**src/rtl/cv32e40p_tmr_voter_monitor_ft.sv**
```systemverilog
// rtl/cv32e40p_tmr_voter_monitor_ft.sv - TMR majority voter with per-replica breakage monitor
module cv32e40p_tmr_voter_monitor_ft #(
    parameter int unsigned WIDTH              = 32,
    parameter int unsigned COUNT_BIT          = 8,
    parameter int unsigned INC_DEC_BIT        = 2,
    parameter int unsigned INCREMENT          = 1,
    parameter int unsigned DECREMENT          = 1,
    parameter int unsigned BREAKING_THRESHOLD = 3
) (
    input  logic                     clk,
    input  logic                     rst_n,
    input  logic                     valid_i,
    input  logic                     clear_i,
    input  logic [2:0][WIDTH-1:0]    data_i,
    output logic [WIDTH-1:0]         data_o,
    output logic [2:0]               err_detected_o,
    output logic                     uncorrectable_o,
    output logic [2:0]               broken_o,
    output logic [COUNT_BIT-1:0]     cnt0_o,
    output logic [COUNT_BIT-1:0]     cnt1_o,
    output logic [COUNT_BIT-1:0]     cnt2_o
);

    // Counter arithmetic carries one extra bit so increments saturate instead of wrapping
    localparam int unsigned          CW      = COUNT_BIT + 1;
    localparam logic [INC_DEC_BIT-1:0] INC_C = INC_DEC_BIT'(INCREMENT);
    localparam logic [INC_DEC_BIT-1:0] DEC_C = INC_DEC_BIT'(DECREMENT);
    localparam logic [CW-1:0]        INC_W   = CW'(INC_C);
    localparam logic [CW-1:0]        DEC_W   = CW'(DEC_C);
    localparam logic [CW-1:0]        CNT_MAX = {1'b0, {COUNT_BIT{1'b1}}};

    logic [2:0][COUNT_BIT-1:0] cnt_q, cnt_d;
    logic [2:0]                broken_q, broken_d;

    logic [WIDTH-1:0] rep_a, rep_b, rep_c, majority;
    logic [1:0]       n_broken;

    assign rep_a    = data_i[0];
    assign rep_b    = data_i[1];
    assign rep_c    = data_i[2];
    assign majority = (rep_a & rep_b) | (rep_a & rep_c) | (rep_b & rep_c);
    assign n_broken = 2'(broken_q[0]) + 2'(broken_q[1]) + 2'(broken_q[2]);

    // Select the voted value according to how many replicas are still trusted
    always_comb begin
        data_o          = majority;
        uncorrectable_o = 1'b0;
        case (n_broken)
            2'd0: begin
                data_o          = majority;
                uncorrectable_o = valid_i & (rep_a != rep_b) & (rep_a != rep_c) & (rep_b != rep_c);
            end
            2'd1: begin
                if (broken_q[0]) begin
                    data_o          = rep_b;
                    uncorrectable_o = valid_i & (rep_b != rep_c);
                end else if (broken_q[1]) begin
                    data_o          = rep_a;
                    uncorrectable_o = valid_i & (rep_a != rep_c);
                end else begin
                    data_o          = rep_a;
                    uncorrectable_o = valid_i & (rep_a != rep_b);
                end
            end
            default: begin
                // At most one healthy replica left: nothing can be cross-checked
                uncorrectable_o = 1'b1;
                if (!broken_q[0]) begin
                    data_o = rep_a;
                end else if (!broken_q[1]) begin
                    data_o = rep_b;
                end else if (!broken_q[2]) begin
                    data_o = rep_c;
                end else begin
                    data_o = rep_a;
                end
            end
        endcase
    end

    logic [CW-1:0] cnt_ext [3];
    logic [CW-1:0] inc_sum [3];
    logic [CW-1:0] inc_sat [3];
    logic [CW-1:0] dec_sat [3];
    logic [CW-1:0] cnt_nxt [3];
    logic [2:0]    mismatch;

    for (genvar i = 0; i < 3; i++) begin : g_rep
        assign mismatch[i]       = (data_i[i] != data_o);
        assign err_detected_o[i] = valid_i & ~broken_q[i] & mismatch[i];
        assign cnt_ext[i]        = {1'b0, cnt_q[i]};
        assign inc_sum[i]        = cnt_ext[i] + INC_W;
        assign inc_sat[i]        = (inc_sum[i] > CNT_MAX) ? CNT_MAX : inc_sum[i];
        assign dec_sat[i]        = (cnt_ext[i] < DEC_W) ? '0 : (cnt_ext[i] - DEC_W);
        assign cnt_nxt[i]        = mismatch[i] ? inc_sat[i] : dec_sat[i];
    end

    // Next counter / broken state: clear wins, broken replicas and idle cycles hold
    always_comb begin
        cnt_d    = cnt_q;
        broken_d = broken_q;
        for (int i = 0; i < 3; i++) begin
            if (clear_i) begin
                cnt_d[i]    = '0;
                broken_d[i] = 1'b0;
            end else if (valid_i && !broken_q[i]) begin
                cnt_d[i] = cnt_nxt[i][COUNT_BIT-1:0];
                if (32'(cnt_nxt[i]) >= BREAKING_THRESHOLD) begin
                    broken_d[i] = 1'b1;
                end
            end
        end
    end

    // Monitor state registers
    always_ff @(posedge clk or negedge rst_n) begin
        if (!rst_n) begin
            cnt_q    <= '0;
            broken_q <= '0;
        end else begin
            cnt_q    <= cnt_d;
            broken_q <= broken_d;
        end
    end

    assign broken_o = broken_q;
    assign cnt0_o   = cnt_q[0];
    assign cnt1_o   = cnt_q[1];
    assign cnt2_o   = cnt_q[2];

endmodule

```
**config.mk**
```make
export PLATFORM = sky130hd
export DESIGN_NAME = cv32e40p_tmr_voter_monitor_ft
export DESIGN_NICKNAME = d
export VERILOG_FILES = /design/src/rtl/cv32e40p_tmr_voter_monitor_ft.sv
export SDC_FILE = /design/constraint.sdc
export NUM_CORES = 1
export LEC_CHECK = 0
export BUFFER_PORTS_ARGS = -buffer_cell sky130_fd_sc_hd__buf_2
export CELL_PAD_IN_SITES_DETAIL_PLACEMENT = 1
export CELL_PAD_IN_SITES_GLOBAL_PLACEMENT = 1
export CORE_MARGIN = 2
export CORE_UTILIZATION = 42
export CTS_CLUSTER_SIZE = 14
export DETAILED_ROUTE_END_ITERATION = 10
export PLACE_DENSITY = 0.85
export SLEW_MARGIN = 10
export SYNTH_ARGS = -nofsm -noshare
export SYNTH_HDL_FRONTEND = slang
export SYNTH_SLANG_ARGS = --single-unit
export TNS_END_PERCENT = 1
```
**constraint.sdc**
```tcl
create_clock -name clk -period 7 [get_ports clk]
set_clock_uncertainty 0.2 [all_clocks]
set_input_delay 1.4 -clock clk [delete_from_list [all_inputs] [get_ports clk]]
set_output_delay 1.4 -clock clk [all_outputs]
set_load 0.005 [all_outputs]
```
==> results_dict.tcl <==
set metrics [dict create \
    status "completed" \
    slew-limit-headroom_pct 24.5 \
    rsz0062_at_grt "false" \
    ff2ff_setup_slack_ns 1.17 \
    setup_viol 0 \
    cts.clk_slew.worst_paths_ns 0.06 \
    antenna_left 0 \
    cts_buffers 3 \
    dieArea_um2 20300 \
    path_buf_inv 3 \
    dr.pass1.iters 7 \
    tns_ns 0 \
    insertion_delay_ns 0.26 \
    drcViolationCount 0 \
    synth_top_flop_cell "dfrtp_1" \
    synth_cells 1096 \
    hold_viol 0 \
    synth_edf_count 0 \
    cts.htree.levels 1 \
    maxSlewViolCount 0 \
    viasPerCell 7.26 \
    num_io_pins 163 \
    ys_types 89 \
    grt_pass1_wl_um 61400 \
    post-route-period-util_pct 95.2 \
    r2r_start "broken_o[0]" \
    pwr-share-clk_pct 8.3 \
    cp_slowest_cell "fa_1" \
    dp_slack_ns 0.596 \
    routedWlPerCell_um 28.0 \
    start_util_pct 42.9 \
    crit_chain "clkinv_1, fa_1, inv_1, a211o_1, o21ai_0, xor2_1, a2111oi_0, nor4b_1, nand4_4, and2_1, buf_2" \
    final_nets 1421 \
    fp.coreArea_um2 18800 \
    fp-row-count 50 \
    ys_seq_area_share_pct 8.38 \
    hold_buffers 0 \
    grt_use_total_pct 39.1 \
    power_density_nw_per_um2 172 \
    p_leak_nw 3.96 \
    avgSynthCellArea_um2 7.35 \
    cpPeakStageDelay_ns 1.13 \
    combPwrFrac_pct 80.3 \
    finalWeightedCongestion 1.10 \
    cts_root_buffer "clkbuf_16" \
    grt_pass1_vias 10300 \
    wirelength_um 40600 \
    holdPathStages 1 \
    portBuffers 162 \
    synth_top_cell_area_share_pct 16.3 \
    cts_setup_buffers 0 \
    critPathKind "flip-flop to primary output" \
    worstPathArrival_ns 5.06 \
    first_iter_violations 1125 \
    drive_gt1_share_pct 17.9 \
    worstHoldPathType "flip-flop to flip-flop" \
    synth_seq_cells 27 \
    power.share.sequential_pct 11.4 \
    maxCapViolCount 0 \
    yosys.area.top_type "ha_1" \
    p_switching_mw 0.883 \
    ff2ff_path_depth 14 \
    worstMarginPinSlew_ns 1.10 \
    start_kind "flip-flop" \
    p_int_mw 0.681 \
    post-dp-hpwl_um 31800 \
    antenna_found_initial 1 \
    r2r_end "broken_o[2]" \
    area_delta_synth_final_pct 12.6 \
    critPathRequiredTime_ns 5.40 \
    path_max_fanout 19 \
    setup_ws_ns 0.337 \
    die_w_um 143 \
    timing.fmax_mhz 150 \
    grt_max_degree 57 \
    cts_sinks 27 \
    hold_path.startpoint "cnt0_o[0]" \
    peakVddDrop_uv 114 \
    vias 10500 \
    synth_nets 1302 \
    gr-total-overflow 0 \
    post_cts_resized 0 \
    path_delay_family "simple AND/OR/NAND/NOR gates" \
    yosys_warnings 0 \
    clockBufferDepth 2 \
    min_period_ns 6.66 \
    hold_ws_ns 0.457 \
    chipHeight_um 143 \
    end_kind "primary output" \
    synth_area_um2 8060 \
    synth_area_leaders "ha_1 (16%), dfrtp_1 (8.4%), nor2_1 (4.7%), mux2i_1 (3.4%), nor3_1 (3.3%)" \
    tritoncts "done" \
    synthArstFlopShare_pct 100 \
    p_sw_share_pct 56.4 \
    hold_end "cnt0_o[0]" \
]
==> Yosys cell counts (16+ instances only) <==
cell type	count
xor2_1	19
o22ai_1	28
nor2_1	101
o221ai_1	18
xnor2_1	24
nor3_1	53
nor4_1	42
a211o_1	19
or3_1	16
a22oi_1	18
nand2b_1	22
mux2i_1	27
nand4_1	22
dfrtp_1	27
ha_1	105
inv_1	51
nand2_1	60
clkbuf_1	39
a21oi_1	49
nand3_1	32
o21ai_0	48
==> registers in the layout, indices dropped and copies added, names as in the netlist <==
name      cells
cnt0_o        8
cnt1_o        8
cnt2_o        8
broken_o      3
==> stage by stage <==
step	power [mW]	util, %	area, um2	instances
finish	1.56	48.3	9070	1449
global route	1.63	48.3	9070	1448
CTS	1.51	48.3	9070	1448
detailed placement	1.38	47.9	8990	1444
global placement	1.36	47.9	8990	1444
floorplan	0.890	-	8060	1096
==> area by class of cell <==
cell class,instances,area [um2]
inverter,52,195
clock buffer,4,78.8
timing repair buffer,181,953
antenna,1,2.50
fill,2489,9700
multi-input combinational,950,6870
sequential,27,679
tap,234,293
==> placed cells by master, fill, tap and decap left out, types with 27 or more instances in the layout <==
cell type and n:
a21oi_1 49, buf_2 162, ha_1 105, inv_1 51, mux2i_1 27, nand2_1 60
nand3_1 32, nor2_1 101, nor3_1 53, nor4_1 42, o21ai_0 48, o22ai_1 28
==> kinds of logic after synthesis <==
| family | synth area share (%) |
|---|---|
| flip-flops | 8.38 |
| adder cells (fa/ha/maj) | 16.5 |
| XOR/XNOR | 4.67 |
| multiplexers | 5.17 |
| AND/OR/NAND/NOR | 29.1 |
| buffers and inverters | 6.38 |
| AO/OA/AOI/OAI | 29.7 |
==> per-layer routing <==
layer	share of wire [%]	vias up	GRT usage [%]
li1	-	4545	-
met3	9.8	209	6.66
met4	7.6	0	23.2
met5	0	-	0
met1	39	5044	49.2
met2	44	722	62.8
==> power groups by stage <==
stage | sequential [mW] | clock, mW | combinational (mW)
floorplan | 0.176 | 0 | 0.715
global placement | 0.180 | 0 | 1.18
detailed placement | 0.181 | 0 | 1.20
CTS | 0.178 | 0.131 | 1.20
global route | 0.179 | 0.138 | 1.31
finish | 0.178 | 0.129 | 1.26
==> worst max path at each step <==
| stage | from | endpoint | depth (start not counted) |
|---|---|---|---|
| 2_1_floorplan | broken_o[1] | err_detected_o[0] | 16 |
| 6_report | broken_o[0] | err_detected_o[0] | 11 |
| 4_1_cts | broken_o[0] | err_detected_o[0] | 11 |
| 3_5_place_dp | data_i[5] | err_detected_o[0] | 11 |
| 5_1_grt | broken_o[0] | err_detected_o[0] | 11 |
| 3_3_place_gp | data_i[5] | err_detected_o[0] | 11 |
No activity file was read; power rests on OpenSTA's default activity.
